$ cat src/rtl/icache_refill_if.sv
// Memory read port of the instruction-cache refill engine.
// Carries a single-burst read-address channel (arvalid/arready/araddr/arlen)
// and its read-data channel (rvalid/rready/rdata/rlast/rerr).
//   master : refill engine side (drives address, arlen and rready)
//   slave  : memory side (drives arready and the data beats)
interface icache_refill_if #(
  parameter int ADDR_WIDTH = 64,
  parameter int BEAT_WIDTH = 32
);
  logic                  arvalid;
  logic                  arready;
  logic [ADDR_WIDTH-1:0] araddr;
  logic [7:0]            arlen;
  logic                  rvalid;
  logic                  rready;
  logic [BEAT_WIDTH-1:0] rdata;
  logic                  rlast;
  logic                  rerr;

  modport master (
    output arvalid, araddr, arlen, rready,
    input  arready, rvalid, rdata, rlast, rerr
  );

  modport slave (
    input  arvalid, araddr, arlen, rready,
    output arready, rvalid, rdata, rlast, rerr
  );
endinterface

$ cat src/rtl/icache_refill.sv
// Instruction-cache refill engine.
// On a fetch miss, issues one read burst for the block-aligned address,
// gathers BEAT_COUNT beats into a block and writes it into the cache with a
// single-cycle strobe. A bad burst (error beat or misplaced/missing rlast)
// is still drained in full, then reported with a one-cycle o_error pulse
// instead of the cache write.
// Ports:
//   i_clk, i_arst_n   clock, async active-low reset
//   i_miss, i_addr    miss request and fetch address (sampled in IDLE only)
//   o_busy            refill in progress
//   mem               memory read port (master side)
//   o_cache_we/addr/block  cache write strobe, aligned address, block
//   o_error           refill aborted
module icache_refill #(
  parameter int ADDR_WIDTH  = 64,
  parameter int BLOCK_WIDTH = 512,
  parameter int BEAT_WIDTH  = 32
) (
  input  logic                   i_clk,
  input  logic                   i_arst_n,
  input  logic                   i_miss,
  input  logic [ADDR_WIDTH-1:0]  i_addr,
  output logic                   o_busy,
  icache_refill_if.master        mem,
  output logic                   o_cache_we,
  output logic [ADDR_WIDTH-1:0]  o_cache_addr,
  output logic [BLOCK_WIDTH-1:0] o_cache_block,
  output logic                   o_error
);

  localparam int BEAT_COUNT   = BLOCK_WIDTH / BEAT_WIDTH;
  localparam int OFFSET_WIDTH = $clog2(BLOCK_WIDTH / 8);
  localparam int CNT_W        = $clog2(BEAT_COUNT);
  localparam logic [CNT_W-1:0]      LAST_BEAT  = CNT_W'(BEAT_COUNT - 1);
  localparam logic [ADDR_WIDTH-1:0] ALIGN_MASK =
    {{(ADDR_WIDTH-OFFSET_WIDTH){1'b1}}, {OFFSET_WIDTH{1'b0}}};

  typedef enum logic [1:0] {IDLE, ADDR, DATA, WRITE} state_t;

  state_t                                 state, state_nxt;
  logic [CNT_W-1:0]                       cnt;
  logic                                   err;
  logic [ADDR_WIDTH-1:0]                  addr_q;
  logic [BEAT_COUNT-1:0][BEAT_WIDTH-1:0]  block_q;

  logic beat_fire, last_beat, ar_fire;

  assign ar_fire   = (state == ADDR) && mem.arready;
  assign beat_fire = (state == DATA) && mem.rvalid;
  assign last_beat = (cnt == LAST_BEAT);

  // State register
  always_ff @(posedge i_clk or negedge i_arst_n) begin
    if (!i_arst_n) state <= IDLE;
    else           state <= state_nxt;
  end

  // Next state; completion is counted, rlast only feeds the error flag
  always_comb begin
    state_nxt = state;
    unique case (state)
      IDLE:  if (i_miss) state_nxt = ADDR;
      ADDR:  if (ar_fire) state_nxt = DATA;
      DATA:  if (beat_fire && last_beat) state_nxt = WRITE;
      WRITE: state_nxt = IDLE;
      default: state_nxt = IDLE;
    endcase
  end

  // Beat counter and sticky error flag, both cleared while idle
  always_ff @(posedge i_clk or negedge i_arst_n) begin
    if (!i_arst_n) begin
      cnt <= '0;
      err <= 1'b0;
    end else if (state == IDLE) begin
      cnt <= '0;
      err <= 1'b0;
    end else if (beat_fire) begin
      cnt <= cnt + 1'b1;
      if (mem.rerr || (mem.rlast != last_beat)) err <= 1'b1;
    end
  end

  // Aligned address doubles as burst address and cache write address
  always_ff @(posedge i_clk or negedge i_arst_n) begin
    if (!i_arst_n)                     addr_q <= '0;
    else if (state == IDLE && i_miss)  addr_q <= i_addr & ALIGN_MASK;
  end

  // One slot per beat; beat k lands at bits [k*BEAT_WIDTH +: BEAT_WIDTH]
  for (genvar g = 0; g < BEAT_COUNT; g++) begin : g_slot
    always_ff @(posedge i_clk or negedge i_arst_n) begin
      if (!i_arst_n)                             block_q[g] <= '0;
      else if (beat_fire && cnt == CNT_W'(g))    block_q[g] <= mem.rdata;
    end
  end

  // Outputs: registers or pure state decodes
  assign o_busy        = (state != IDLE);
  assign mem.arvalid   = (state == ADDR);
  assign mem.araddr    = addr_q;
  assign mem.arlen     = 8'(BEAT_COUNT - 1);
  assign mem.rready    = (state == DATA);
  assign o_cache_we    = (state == WRITE) && !err;
  assign o_error       = (state == WRITE) && err;
  assign o_cache_addr  = addr_q;
  assign o_cache_block = block_q;

endmodule
$ cat src/flat_wrapper.sv
// flat-port wrapper written by rule: the top's interface ports become plain ports
module icache_refill_flat 
#(
  parameter int ADDR_WIDTH  = 64,
  parameter int BLOCK_WIDTH = 512,
  parameter int BEAT_WIDTH  = 32
)
  (i_clk, i_arst_n, i_miss, i_addr, o_busy, o_cache_we, o_cache_addr, o_cache_block, o_error, mem_arvalid, mem_araddr, mem_arlen, mem_rready, mem_arready, mem_rvalid, mem_rdata, mem_rlast, mem_rerr);
  icache_refill_if #(.ADDR_WIDTH(ADDR_WIDTH), .BEAT_WIDTH(BEAT_WIDTH)) mem_i ();
  input  logic i_clk;
  input  logic i_arst_n;
  input  logic i_miss;
  input  logic [ADDR_WIDTH-1:0] i_addr;
  output logic o_busy;
  output logic o_cache_we;
  output logic [ADDR_WIDTH-1:0] o_cache_addr;
  output logic [BLOCK_WIDTH-1:0] o_cache_block;
  output logic o_error;
  output wire logic [$bits(mem_i.arvalid)-1:0] mem_arvalid;
  output wire logic [$bits(mem_i.araddr)-1:0] mem_araddr;
  output wire logic [$bits(mem_i.arlen)-1:0] mem_arlen;
  output wire logic [$bits(mem_i.rready)-1:0] mem_rready;
  input wire logic [$bits(mem_i.arready)-1:0] mem_arready;
  input wire logic [$bits(mem_i.rvalid)-1:0] mem_rvalid;
  input wire logic [$bits(mem_i.rdata)-1:0] mem_rdata;
  input wire logic [$bits(mem_i.rlast)-1:0] mem_rlast;
  input wire logic [$bits(mem_i.rerr)-1:0] mem_rerr;
  assign mem_arvalid = mem_i.arvalid;
  assign mem_araddr = mem_i.araddr;
  assign mem_arlen = mem_i.arlen;
  assign mem_rready = mem_i.rready;
  assign mem_i.arready = mem_arready;
  assign mem_i.rvalid = mem_rvalid;
  assign mem_i.rdata = mem_rdata;
  assign mem_i.rlast = mem_rlast;
  assign mem_i.rerr = mem_rerr;
  icache_refill #(.ADDR_WIDTH(ADDR_WIDTH), .BLOCK_WIDTH(BLOCK_WIDTH), .BEAT_WIDTH(BEAT_WIDTH)) u_core (.i_clk(i_clk), .i_arst_n(i_arst_n), .i_miss(i_miss), .i_addr(i_addr), .o_busy(o_busy), .mem(mem_i), .o_cache_we(o_cache_we), .o_cache_addr(o_cache_addr), .o_cache_block(o_cache_block), .o_error(o_error));
endmodule
$ cat config.mk
export PLATFORM = sky130hd
export DESIGN_NAME = icache_refill_flat
export DESIGN_NICKNAME = d
export VERILOG_FILES = /design/src/rtl/icache_refill_if.sv /design/src/rtl/icache_refill.sv /design/src/flat_wrapper.sv
export SDC_FILE = /design/constraint.sdc
export NUM_CORES = 1
export LEC_CHECK = 0
export ABC_AREA = 1
export CELL_PAD_IN_SITES_DETAIL_PLACEMENT = 2
export CELL_PAD_IN_SITES_GLOBAL_PLACEMENT = 2
export CORE_ASPECT_RATIO = 1.75
export CORE_MARGIN = 4
export CORE_UTILIZATION = 25
export DETAILED_ROUTE_END_ITERATION = 10
export HOLD_SLACK_MARGIN = 0.06
export PLACE_DENSITY = 0.7
export SYNTH_ARGS = -nofsm -noshare
export SYNTH_HDL_FRONTEND = slang
export SYNTH_SLANG_ARGS = --single-unit
$ cat constraint.sdc
create_clock -name i_clk -period 2.3 [get_ports i_clk]
set_input_delay 0.46 -clock i_clk [delete_from_list [all_inputs] [get_ports i_clk]]
set_output_delay 0.46 -clock i_clk [all_outputs]
set_load 0.05 [all_outputs]
Yosys cells after proc, flatten, opt, wreduce, memory -nomap -nowiden
Index checks and enable logic that the tools add are counted.
{"block": "totals", "word_cells": 82, "output_inout_bits": 653, "regBits": 577, "input_bits": 103}
{"block": "classes", "n_addsub": 1, "n_eq_ne": 22, "reduce_logical": 30, "muxes": 9}
{"op": "4-bit == test, second input constant", "count": 8}
{"op": "1-bit logical AND", "count": 21}
{"op": "4-bit by 3-bit == test with 1-bit output, second input constant", "count": 4}
{"op": "4-bit by 2-bit == test with 1-bit output, second input constant", "count": 2}
{"op": "4-bit two-way mux", "count": 2}
{"op": "2-bit case mux with 4 select lines", "count": 1}
{"op": "2-bit two-way mux", "count": 3}
{"op": "2-bit nonzero test", "count": 3}
{"op": "4-bit by 1-bit adder with 4-bit output, second input constant", "count": 1}
{"op": "2-bit == test, second input constant", "count": 2}
{"op": "4-bit by 1-bit == test with 1-bit output, second input constant", "count": 1}
{"op": "4-bit zero test", "count": 1}
{"op": "2-bit by 1-bit != test with 1-bit output, second input constant", "count": 2}
{"op": "1-bit two-way mux", "count": 3}
{"op": "3-bit AND reduction", "count": 1}
{"op": "2-bit by 1-bit == test with 1-bit output, second input constant", "count": 1}
{"op": "2-bit zero test", "count": 1}
{"op": "2-bit != test, second input constant", "count": 1}
{"op": "2-bit AND reduction", "count": 1}
{"op": "1-bit zero test", "count": 1}
{"op": "1-bit logical OR", "count": 1}
{"op": "1-bit != test", "count": 1}

Logic depth before layout (Yosys ltp)
Gate-level depths: netlist of run 1.
{"block": "logic_depth", "ltp_word": 6, "mapped_depth": 10, "mapped_depth_nobuf": 9}

Worst setup path before layout of run 1
Ideal clock, no wire load.
{"block": "synth_timing", "path_kind": "register -> register", "from": "register u_core.state[0]", "to": "register u_core.block_q, in the netlist u_core.o_cache_block[503]", "setup_ns": 0.121, "n_path_buf": 2, "stages_incl_launch_ff": 10, "slack_ns": 0.136, "t_arrival_ns": 2.043, "required_ns": 2.179, "synth_period_minus_slack_ns": 2.164, "cell_sequence": "dfrtp_1 -> inv_1 -> ha_1 -> nand2_4 -> nor2_8 -> nand2_2 -> buf_6 -> buf_6 -> nand2_1 -> o21ai_2"}
{"block": "synth_via", "elab_chain_len": 3}
{"element": "start, declared", "line_no": "icache_refill.sv:40", "source": "state_t state, state_nxt;"}
{"element": "start signal, assigned", "line_no": "icache_refill.sv:55", "source": "else state <= state_nxt;"}
{"element": "2-bit == test"}
{"element": "net mem_rready", "line_no": "flat_wrapper.sv:22", "source": "output wire logic [$bits(mem_i.rready)-1:0] mem_rready;"}
{"element": "1-bit logical AND", "line_no": "icache_refill.sv:49", "source": "assign beat_fire = (state == DATA) && mem.rvalid;"}
{"element": "1-bit logical AND", "line_no": "icache_refill.sv:94", "source": "else if (beat_fire && cnt == CNT_W'(g)) block_q[g] <= mem.rdata;"}
{"element": "end signal, assigned by index", "line_no": "icache_refill.sv:94"}
{"element": "end, declared", "line_no": "icache_refill.sv:44", "source": "logic [BEAT_COUNT-1:0][BEAT_WIDTH-1:0] block_q;"}
The timed path passes the listed nets, and every way through them passes these cells.
A chain may end at the register's enable or synchronous reset.

Worst setup path after layout of run 1
{"block": "layout_timing", "from": "register u_core.block_q, in the netlist u_core.o_cache_block[0]", "to": "output port o_cache_block[0]"}
{"element": "end, declared", "line_no": "flat_wrapper.sv:17", "source": "output logic [BLOCK_WIDTH-1:0] o_cache_block;"}
No word-level cell between the ends.

==> summary.md, run 1 <==
| Metric | Value |
|---|---|
| Result of the run | `completed` |
| Crit-path max cell delay | `810 ps` |
| Setup Viol. Count Final | `0` |
| Top-Level Pins | `~760` |
| Total number of vias | `17700` |
| Placed Area | `30300 µm²` |
| Clock tree from TritonCTS | `yes` |
| Critical path startpoint category | `register` |
| Total power per unit cell area | `1210 nW/µm²` |
| Number of clock sinks | `between 500 and 600` |
| Met3 track demand over resource | `roughly 6.7%` |
| DRC marker count from the first detailed-route iteration | `716` |
| Cell area after synthesis | `between 20000 and 25000 µm²` |
| Total Wirelength | `just under 100 mm` |
| Via density per instance | `4.56` |
| Final weighted congestion of routability-driven global placement | `0.809` |
| Antenna violation net count after detailed routing | `0` |
| Critical Path Sink Type | `output pin` |
| CTS clock-pin slew for the worst setup and hold paths | `60 ps` |
| Fin crit period | `approximately 2200 ps` |
| Number of enable flip-flop cells after synthesis | `0` |
| Portion of the clock cycle consumed by the worst path in the final layout | `96.9%` |
| Placement Rows | `approximately 140` |
| Number of buffers created by CTS | `57` |
| Synth Flop Type | `dfrtp_1` |
| Combinational group share of total power | `approximately 40%` |
| Number of H-tree levels | `2` |
| Max clock buf depth | `3` |
| Worst path cell trace | `clkdlybuf4s50_1` |
| Cell types with the largest area share after synthesis | `dfrtp_1 66%, nand2_1 8.9%, o21ai_0 6.1%, o21ai_1 4.7%, mux2_2 3.0%` |
| Via count of the first global-routing pass | `approximately 20000` |
| Proportion of synthesized chip area in sequential cells | `65.9%` |
| Pin count of the biggest net entering global routing | `between 60 and 70` |
| Per-cell routed wire length | `approximately 25 µm` |
| Post-detail-place hpwl | `between 70 and 80 mm` |
| Final non-filler cell area | `about 32000 µm²` |
| Clock skew | `around 18 ps` |
| Critical-path cell with the highest stage delay | `clkdlybuf4s50_1` |
| Number of nets at the end of the flow | `2784` |
| Library cells used by synthesis | `31` |
| Setup TNS after final layout | `0 ps` |
| Cell family with most CP delay | `buffers and inverters` |
| Initial core utilization | `between 20% and 30%` |
| First-pass DRT Iterations | `4` |
| Antenna violations before repair | `12` |
| Critical Setup Path Class | `register to output pin` |
| Maximum resistive drop on vdd | `roughly 0.65 mV` |
| Capture instance of the worst register-to-register path | `u_core.o_cache_block[456]$_DFFE_PN0P_` |
| Number of buffer and inverter instances along the worst setup path | `1` |
| Final hold viol count | `0` |
| Area share of the largest cell type after synthesis | `around two thirds` |
| Setup slack of the worst register-to-register path | `280 ps` |
| Tightest Pin Transition | `roughly 750 ps` |
| Placeable core area | `approximately 87000 µm²` |
| Met1 capacity usage during global routing | `21.6%` |
| Fraction of layout instances using a drive strength above 1 | `12.1%` |
| Maximum clock frequency | `449 MHz` |
| Worst-Skew Late Latency | `about 620 ps` |
| Arrival time of data at the critical path endpoint | `approximately 1800 ps` |
| Total setup buffers inserted after CTS | `0` |
| Seq pwr share | `34.0%` |
| Most common cell in the netlist | `dfrtp_1` |
| Synth area leader | `dfrtp_1` |
| Max-cap violation count | `0` |
| Total gr overflow | `0` |
| Met2 Track Usage GR | `37.5%` |
| Worst max-slew margin expressed relative to the limit | `roughly 50%` |
| Clock Root Buffer | `clkbuf_16` |
| Worst-path maximum fanout | `2` |
| Internal Dissipation | `21.3 mW` |
| RSZ-0062 raised after global routing | `yes` |
| GRT Resource Usage Total | `about a fifth` |
| Fill cell count | `between 9000 and 10000` |
| Synth Area per Inst | `around 11 µm²` |
| Most frequent cells after synthesis | `577 x dfrtp_1, 519 x nand2_1, 265 x o21ai_0, 205 x o21ai_1, 80 x buf_4` |
| Beginning of the worst register-to-register path | `u_core.state[0]$_DFFE_PN0P_` |
| DRC | `0` |
| Proportion of total power due to net switching | `between 40% and 50%` |
| Global routing's busiest layer | `met2` |
| Data required time of the critical path | `1840 ps` |
| Slew Viols, Final | `0` |
| Static leakage | `~17 nW` |
| Total number of yosys warnings | `0` |
| First-pass GRT wire length | `about 140 mm` |
| Proportion of synthesized flip-flops having asynchronous set or reset | `100%` |
| Register bit total from synthesis | `a little under 600` |
| Die span in y | `between 300 and 400 µm` |
| Die X | `roughly 230 µm` |
| Post-Syn Instances | `1990` |
| Number of cells traversed by the worst register-to-register path | `8` |
| Die area | `92600 µm²` |
| Clock share of power | `about a quarter` |
| Psw | `between 15 and 20 mW` |
| Worst hold-check path type | `primary input to asynchronous set/reset pin` |
| Count of input and output buffers | `roughly 730` |
| Area Overhead vs Synth | `44.9%` |
## logic make-up (layout without fill, tap and decap cells)
logic type | Yosys count | in the layout | share of synthesized area [%]
DFF | 577 | 577 | 65.9
adders and majority gates | 9 | 9 | 0.514
and+or+nand+nor | 558 | 558 | 10.6
other | 2 | 25 | 0.0343
muxes | 58 | 58 | 2.98
AOI/OAI and AO/OA | 520 | 520 | 12.7
buffers and inverters | 266 | 975 | 7.24
## sequential cells by signal, summed over array words and instances (netlist names)
signal,cells
u_core.err,1
u_core.mem.araddr,58
u_core.o_cache_block,512
u_core.cnt,4
u_core.state,2
## cell type report
type | instances | area, µm² | area share (%)
Multi-Input combinational cell | 1165 | 5960 | 18.8
Timing Repair Buffer | 819 | 7740 | 24.4
Antenna cell | 5 | 12.5 | 0.0394
Clock buffer | 88 | 1710 | 5.37
Clock inverter | 16 | 220 | 0.694
Tap cell | 1160 | 1450 | 4.57
Inverter | 52 | 196 | 0.619
Sequential cell | 577 | 14400 | 45.5
## per-layer routing
layer	up-vias	wire length, µm	share of wire, %
met5	-	11	0.011
met4	2	4360	4.5
met3	163	8200	8.4
met2	668	50500	52
met1	9119	34500	35
li1	7763	-	-
## metrics by stage
stage	utilization (%)	hold slack [ps]	cells	worst slack [ps]	total power, mW
floorplan	-	164	2008	136	24.1
global placement	34.9	467	3772	181	29.8
detailed placement	34.9	475	3772	125	30.3
CTS	36.3	407	3877	0.380	38.9
global route	36.5	418	3878	-7.47	40.0
finish	36.5	428	3882	71.8	38.4
## layout by cell type (no fill, tap or decap), drive strengths merged
| cell type | Yosys | final |
|---|---|---|
| or2 | 1 | 1 |
| dfrtp | 577 | 577 |
| clkinvlp | 0 | 3 |
| mux2 | 58 | 58 |
| nand2 | 538 | 538 |
| clkbuf | 58 | 88 |
| dlymetal6s2s | 0 | 56 |
| buf | 156 | 105 |
| nand4 | 1 | 1 |
| nor3 | 1 | 1 |
| nand3 | 4 | 4 |
| a31oi | 1 | 1 |
| conb | 2 | 20 |
| o21ai | 514 | 514 |
| a21oi | 3 | 3 |
| clkdlybuf4s50 | 0 | 97 |
| inv | 51 | 52 |
| bufinv | 0 | 5 |
| ha | 9 | 9 |
| nor2 | 13 | 13 |
| o22ai | 1 | 1 |
| dlygate4sd2 | 0 | 560 |
| a211oi | 1 | 1 |
| dlygate4sd3 | 0 | 1 |
| diode | 0 | 5 |
| clkinv | 1 | 8 |
## timing repair
action / CTS / global route
hold buffers: 1 / 0
endpoints found under the setup margin: 563 / 58
hold endpoints to repair: 38 / 0
gates resized for setup: 563 / 57
## how the worst max path moves through the flow
stage,startpoint,endpoint,slack (ps),depth (start not counted)
after floorplan,u_core.state[0]$_DFFE_PN0P_,u_core.o_cache_block[503]$_DFFE_PN0P_,140,9
after global placement,mem_rvalid,u_core.o_cache_block[406]$_DFFE_PN0P_,180,7
after detailed placement,mem_rvalid,u_core.o_cache_block[214]$_DFFE_PN0P_,130,7
after CTS,u_core.o_cache_block[123]$_DFFE_PN0P_,o_cache_block[123],0.4,1
after global routing,u_core.state[1]$_DFFE_PN0P_,o_busy,-7,4
final,u_core.o_cache_block[0]$_DFFE_PN0P_,o_cache_block[0],70,1
## power groups by stage
stage	Sequential (mW)	Combinational, mW	Clock (mW)
finish	13.1	15.5	9.84
global route	13.3	16.1	10.6
CTS	13.1	15.7	10.2
detailed placement	13.4	17.0	0
global placement	13.1	16.6	0
floorplan	19.0	5.08	0
Note: power is estimated with default switching activity, not from simulation.
==> run 2, diff against run 1 <==
CORE_ASPECT_RATIO = default   (was 1.75)
GPL_TIMING_DRIVEN = 0   (was default)
==> summary.md, run 2 (synthesis gave the netlist of run 1 again) <==
| Metric | Value |
|---|---|
| Max-cap violation count | `0 (unchanged)` |
| Top-Level Pins | `756 (unchanged)` |
| Clock skew | `20.4 ps (+1.91 ps)` |
| Crit-path max cell delay | `850 ps (+40 ps)` |
| Static leakage | `18.4 nW (+5.2%)` |
| Via count of the first global-routing pass | `20800 (+3.5%)` |
| Worst-path maximum fanout | `2 (unchanged)` |
| DRC marker count from the first detailed-route iteration | `647 (-9.6%)` |
| Clock share of power | `26.7% (+1.1 points)` |
| Maximum resistive drop on vdd | `0.817 mV (+27%)` |
| DRC | `0 (unchanged)` |
| Total gr overflow | `0 (unchanged)` |
| Final hold viol count | `0 (unchanged)` |
| Slew Viols, Final | `0 (unchanged)` |
| Worst path cell trace | `clkdlybuf4s50_1` |
| First-pass DRT Iterations | `4 (unchanged)` |
| Worst-Skew Late Latency | `600 ps (-20 ps)` |
| Fin crit period | `2270 ps (+42.6 ps)` |
| Area Overhead vs Synth | `50.1%` |
| Number of buffers created by CTS | `69 (+21%)` |
| Worst max-slew margin expressed relative to the limit | `22.7% (-27 points)` |
| Antenna violations before repair | `3 (-9)` |
| CTS clock-pin slew for the worst setup and hold paths | `60 ps (about the same)` |
| Clock tree from TritonCTS | `yes` |
| Critical-path cell with the highest stage delay | `clkdlybuf4s50_1` |
| Arrival time of data at the critical path endpoint | `1810 ps (+40 ps)` |
| Per-cell routed wire length | `25.0 µm (-0.50%)` |
| Count of input and output buffers | `729 (unchanged)` |
| Number of nets at the end of the flow | `2929 (+5.2%)` |
| Critical path launch point | `u_core.o_cache_block[291]$_DFFE_PN0P_` |
| Critical path startpoint category | `register` |
| Fill cell count | `9338 (-1.7%)` |
| Number of cells traversed by the worst register-to-register path | `7 (-1)` |
| Critical Setup Path Class | `register to output pin` |
| Placeable core area | `86900 µm² (about the same)` |
| Final non-filler cell area | `32900 µm² (+3.6%)` |
| Portion of the clock cycle consumed by the worst path in the final layout | `98.7% (+1.9 points)` |
| Via density per instance | `4.56 (about the same)` |
| Worst hold-check path type | `primary input to asynchronous set/reset pin` |
| Critical Path Sink Type | `output pin` |
| Beginning of the worst register-to-register path | `u_core.state[0]$_DFFE_PN0P_` |
| Internal Dissipation | `22.4 mW (+5.3%)` |
| Final weighted congestion of routability-driven global placement | `0.835 (+3.2%)` |
| Total number of vias | `18300 (+3.5%)` |
| Result of the run | `completed` |
| Number of buffer and inverter instances along the worst setup path | `1 (unchanged)` |
| Data required time of the critical path | `1840 ps (about the same)` |
| PnR Total Power | `39.9 mW (+3.9%)` |
| Number of clock sinks | `577 (unchanged)` |
| Cell family with most CP delay | `buffers and inverters` |
| Seq pwr share | `33.0% (-1.0 points)` |
| Die span in y | `304 µm (-24%)` |
| Die area | `92400 µm² (-0.20%)` |
| First-pass GRT wire length | `147 mm (+3.7%)` |
| Combinational group share of total power | `40.3% (about the same)` |
| Fraction of layout instances using a drive strength above 1 | `14.4% (+2.3 points)` |
| Pin count of the biggest net entering global routing | `123 (+89%)` |
| Clock Root Buffer | `clkbuf_16` |
| Psw | `17.5 mW (+2.2%)` |
| Setup slack of the worst register-to-register path | `190 ps (-90 ps)` |
| Maximum clock frequency | `440 MHz (-1.9%)` |
| Proportion of total power due to net switching | `43.9% (-0.73 points)` |
| WHS | `442 ps (+14.7 ps)` |
| RSZ-0062 raised after global routing | `yes` |
| Commonest non-fill, non-tap cell in the layout | `dfrtp_1` |
| Total power per unit cell area | `1210 nW/µm² (+0.33%)` |
| Capture instance of the worst register-to-register path | `u_core.o_cache_block[411]$_DFFE_PN0P_` |
| Most frequent cells in the layout | `577 x dfrtp_1, 519 x nand2_1, 446 x dlygate4sd2_1` |
| Number of H-tree levels | `3 (+1)` |
| Total Wirelength | `100 mm (+3.0%)` |
| Initial core utilization | `25.2% (about the same)` |
| Largest register FFs | `512 (unchanged)` |
| Setup Viol. Count Final | `0 (unchanged)` |
| Tightest Pin Transition | `1160 ps (+412 ps)` |
| Placement Rows | `108 (-24%)` |
| Max clock buf depth | `3 (unchanged)` |
| Die X | `304 µm (+31%)` |
| GRT Resource Usage Total | `21.2% (+0.66 points)` |
| Antenna violation net count after detailed routing | `0 (unchanged)` |
| Placed Area | `30900 µm² (+1.7%)` |
| Post-detail-place hpwl | `76.8 mm (+8.9%)` |
## run 2: changes by cell type in the layout (fill, tap and decap cells not counted), moves of 5 or more
cell / before / now
buf_12: 29 / 1
buf_16: 0 / 5
clkbuf_16: 59 / 70
dlygate4sd2_1: 560 / 446
clkbuf_2: 0 / 5
clkbuf_1: 17 / 66
buf_4: 75 / 83
clkdlybuf4s50_1: 97 / 160
dlymetal6s2s_1: 56 / 115
buf_2: 0 / 49
buf_6: 0 / 27
## run 2: worst max-delay path by stage
| stage | cells after the start | endpoint | slack, ps |
|---|---|---|---|
| 4_1_cts | 4 | o_busy | -250 |
| 3_5_place_dp | 6 | u_core.o_cache_block[172]$_DFFE_PN0P_ | -320 |
| 2_1_floorplan | 9 | u_core.o_cache_block[503]$_DFFE_PN0P_ | 140 |
| 5_1_grt | 1 | o_cache_block[291] | -20 |
| 3_3_place_gp | 1 | u_core.o_cache_block[188]$_DFFE_PN0P_ | -25090 |
| 6_report | 1 | o_cache_block[291] | 30 |
## run 2: repair_timing
item	CTS	global route
gates cloned	0	1
hold buffers	2	0
endpoints found under the hold margin	41	0
pin swaps	0	1
resized for setup	471	134
buffers inserted	0	1
endpoints found under the setup margin	466	276
## run 2: cell type report
class	instances	area (µm²)	share of cell area [%]
Inverter	52	196	0.598
Clock buffer	97	1950	5.94
Clock inverter	18	249	0.757
Sequential cell	577	14400	43.9
Multi-Input combinational cell	1165	5960	18.1
Tap cell	1155	1450	4.40
Antenna cell	3	7.51	0.0228
Buffer	214	1400	4.26
Timing Repair Buffer	738	7220	22.0
## run 2: power groups by stage
stage	combinational [mW]	clock [mW]	sequential [mW]
finish	16.1	10.7	13.2
global route	16.8	11.5	13.4
CTS	16.3	11.0	13.2
detailed placement	17.5	0	13.4
global placement	17.1	0	13.3
floorplan	5.08	0	19.0
## run 2: per-stage QoR
stage / TNS, ps / std cells / util, % / setup WS, ps
floorplan: 0 / 2008 / - / 136
global placement: - / 3892 / 35.3 / -25090
detailed placement: -28520 / 3897 / 35.5 / -318
CTS: -250 / 4014 / 37.4 / -250
global route: -58.5 / 4016 / 37.8 / -23.2
finish: 0 / 4019 / 37.8 / 29.2
## run 2: tightest hold or removal path: stages
cell           delay [ps]
dlygate4sd3_1         570
buf_8                 160
buf_12                230
## run 2: layer usage
layer  wire length (µm)  part of all wire, %  up-vias  track usage, %
met5                  0                    0        -               0
met4               2540                  2.5        0            5.13
met3               8920                  8.9      141            8.14
met2              53100                   53      624            39.5
met1              35900                   36     9488            22.3
li1                   -                    -     8075               -
==> run 3, diff against run 2 <==
==> constraint.sdc (replaced) <==
create_clock -name i_clk -period 2.3 [get_ports i_clk]
set_input_delay 0.46 -clock i_clk [delete_from_list [all_inputs] [get_ports i_clk]]
set_output_delay 0.46 -clock i_clk [all_outputs]
set_load 0.01 [all_outputs]
==> summary.md, run 3 (synthesis gave the netlist of run 1 again) <==
| Metric | Value |
|---|---|
| Data required time of the critical path | `1840 ps (about the same)` |
| PnR Total Power | `34.2 mW (-14%)` |
| Portion of the clock cycle consumed by the worst path in the final layout | `96.1% (-2.6 points)` |
| First-pass GRT wire length | `147 mm (about the same)` |
| Die area | `92400 µm² (unchanged)` |
| Fill cell count | `9161 (-1.9%)` |
| Total Wirelength | `100 mm (-0.41%)` |
| Total number of vias | `18300 (-0.27%)` |
| Commonest non-fill, non-tap cell in the layout | `clkdlybuf4s50_1` |
| Max-cap violation count | `0 (unchanged)` |
| Maximum clock frequency | `452 MHz (+2.7%)` |
| GRT Resource Usage Total | `21.1% (about the same)` |
| Critical Path Sink Type | `output pin` |
| Total setup buffers inserted after CTS | `0 (unchanged)` |
| Capture instance of the worst register-to-register path | `u_core.o_cache_block[210]$_DFFE_PN0P_` |
| Routed wl met3 | `8.95 mm (+0.36%)` |
| Top-Level Pins | `756 (unchanged)` |
| Cell Count, Final, Fillers Out | `4017 (-0.050%)` |
| First-pass DRT Iterations | `4 (unchanged)` |
| Number of buffers created by CTS | `69 (unchanged)` |
| DRC | `0 (unchanged)` |
| RSZ-0062 raised after global routing | `no` |
| Largest register FFs | `512 (unchanged)` |
| Worst max-slew margin expressed relative to the limit | `27.0% (+4.3 points)` |
| Via density per instance | `4.55 (-0.22%)` |
| Number of buffer and inverter instances along the worst setup path | `1 (unchanged)` |
| Critical path startpoint category | `register` |
| Pin count of the biggest net entering global routing | `123 (unchanged)` |
| Most frequent cells in the layout | `722 x clkdlybuf4s50_1, 576 x dfrtp_1, 519 x nand2_1` |
| Worst-path maximum fanout | `2 (unchanged)` |
| Final hold viol count | `0 (unchanged)` |
| Total power per unit cell area | `1030 nW/µm² (-15%)` |
| Fin crit period | `2210 ps (-60.1 ps)` |
| Crit-path max cell delay | `620 ps (-230 ps)` |
| Met2 WL | `52.7 mm (-0.81%)` |
| Initial core utilization | `25.2% (unchanged)` |
| Setup TNS after final layout | `0 ps (unchanged)` |
| Fraction of layout instances using a drive strength above 1 | `14.3% (-0.13 points)` |
| Count of input and output buffers | `729 (unchanged)` |
| Worst path cell trace | `clkdlybuf4s50_1` |
| Number of cells traversed by the worst register-to-register path | `8 (+1)` |
| Antenna violation net count after detailed routing | `0 (unchanged)` |
| Via count of the first global-routing pass | `20800 (+0.12%)` |
| Setup Viol. Count Final | `0 (unchanged)` |
| Max clock buf depth | `3 (unchanged)` |
| Wire length on met1 | `35.8 mm (-0.49%)` |
| Number of placed instances, taps included | `3897 (unchanged)` |
| Tightest Pin Transition | `1090 ps (-65.1 ps)` |
| WHS | `438 ps (-4.41 ps)` |
| Setup slack of the worst register-to-register path | `220 ps (+30 ps)` |
| Number of clock sinks | `577 (unchanged)` |
| Post-detail-place hpwl | `76.8 mm (unchanged)` |
| Clock skew | `20.8 ps (+0.387 ps)` |
| Cell family with most CP delay | `buffers and inverters` |
| Arrival time of data at the critical path endpoint | `1750 ps (-60 ps)` |
| Placeable core area | `86900 µm² (unchanged)` |
| Die X | `304 µm (unchanged)` |
| Number of nets at the end of the flow | `2928 (-0.034%)` |
| Result of the run | `completed` |
| DRC marker count from the first detailed-route iteration | `650 (+0.46%)` |
| Beginning of the worst register-to-register path | `u_core.state[0]$_DFFE_PN0P_` |
| Final weighted congestion of routability-driven global placement | `0.835 (unchanged)` |
| Top routing layer in use | `met4` |
| Static leakage | `14.7 nW (-20%)` |
| Clock Root Buffer | `clkbuf_16` |
| Die span in y | `304 µm (unchanged)` |
| Worst-Skew Late Latency | `610 ps (about the same)` |
| Critical Setup Path Class | `register to output pin` |
| Per-cell routed wire length | `24.9 µm (-0.36%)` |
| Worst hold-check path type | `primary input to asynchronous set/reset pin` |
| Clock tree from TritonCTS | `yes` |
| Critical-path cell with the highest stage delay | `clkdlybuf4s50_1` |
| Slew Viols, Final | `0 (unchanged)` |
| Placement Rows | `108 (unchanged)` |
| Number of H-tree levels | `3 (unchanged)` |
| CTS clock-pin slew for the worst setup and hold paths | `60 ps (about the same)` |
| Antenna violations before repair | `3 (unchanged)` |
| Area Overhead vs Synth | `51.3%` |
| Total gr overflow | `0 (unchanged)` |
| Maximum resistive drop on vdd | `0.565 mV (-31%)` |
run 3: cell count changes in the layout (fill, tap and decap cells not counted), moves of 2 or more:
cell / before / now
o21ai_0: 263 / 265
o21ai_1: 207 / 205
clkdlybuf4s50_1: 160 / 722
buf_4: 83 / 80
dlymetal6s2s_1: 115 / 1
clkdlybuf4s15_1: 2 / 0
dlygate4sd2_1: 446 / 3
run 3: what timing repair did:
action | in CTS | in global routing
cloned | 0 | 1
pin swaps | 0 | 0
endpoints found under the hold margin | 41 | 0
hold buffers | 2 | 0
resized for setup | 13 | 8
setup endpoints to repair | 19 | 174
run 3: metal layers:
metal  GRT usage, %  up-vias
li1               -     8066
met1           22.3     9444
met2           39.4      625
met3           7.99      144
met4           5.35        0
met5              0        -
run 3: worst max path at each step:
stage                                                     start                               endpoint  slack (ps)  cells past startpoint
after CTS                           u_core.state[0]$_DFFE_PN0P_                                 o_busy        -130                      4
after global placement                                 i_arst_n  u_core.o_cache_block[188]$_DFFE_PN0P_      -25090                      1
after floorplan                     u_core.state[0]$_DFFE_PN0P_  u_core.o_cache_block[503]$_DFFE_PN0P_         520                      9
after detailed placement                             mem_rvalid  u_core.o_cache_block[172]$_DFFE_PN0P_        -320                      6
after global routing                u_core.state[1]$_DFFE_PN0P_                             o_cache_we           7                      4
final                     u_core.o_cache_block[108]$_DFFE_PN0P_                     o_cache_block[108]          90                      1
run 3: power breakdown:
part	switching [mW]	internal [mW]	total, mW
Sequential	1.32	11.9	13.2
Combinational	4.62	5.70	10.3
Clock	4.56	6.10	10.7
run 3: cell type report:
cell class,count,area [µm²],area share (%)
well taps,1155,1450,4.36
repair buffers,737,7490,22.6
flip-flops and latches,577,14400,43.6
clock inverters,18,249,0.751
inverters,52,196,0.593
plain buffers,214,1400,4.21
diodes,2,5.00,0.0151
multi-input cells,1165,5960,18.0
clock buffers,97,1950,5.89
run 3: through the flow:
stage          setup slack, ps  cell area [µm²]  utilization (%)
3_3_place_gp            -25090            30700             35.3
5_1_grt                   7.37            33100             38.1
6_report                  89.3            33100             38.1
2_1_floorplan              520            22000                -
4_1_cts                   -128            33100             38.1
3_5_place_dp              -318            30900             35.5
run 3: worst register-to-register path: stages, from the launching register on:
cell	delay, ps
dfrtp_1	410
inv_2	140
ha_2	270
nand2_4	180
nor2_8	230
nand2_4	180
buf_2	280
nand2_1	120
o21ai_0	100
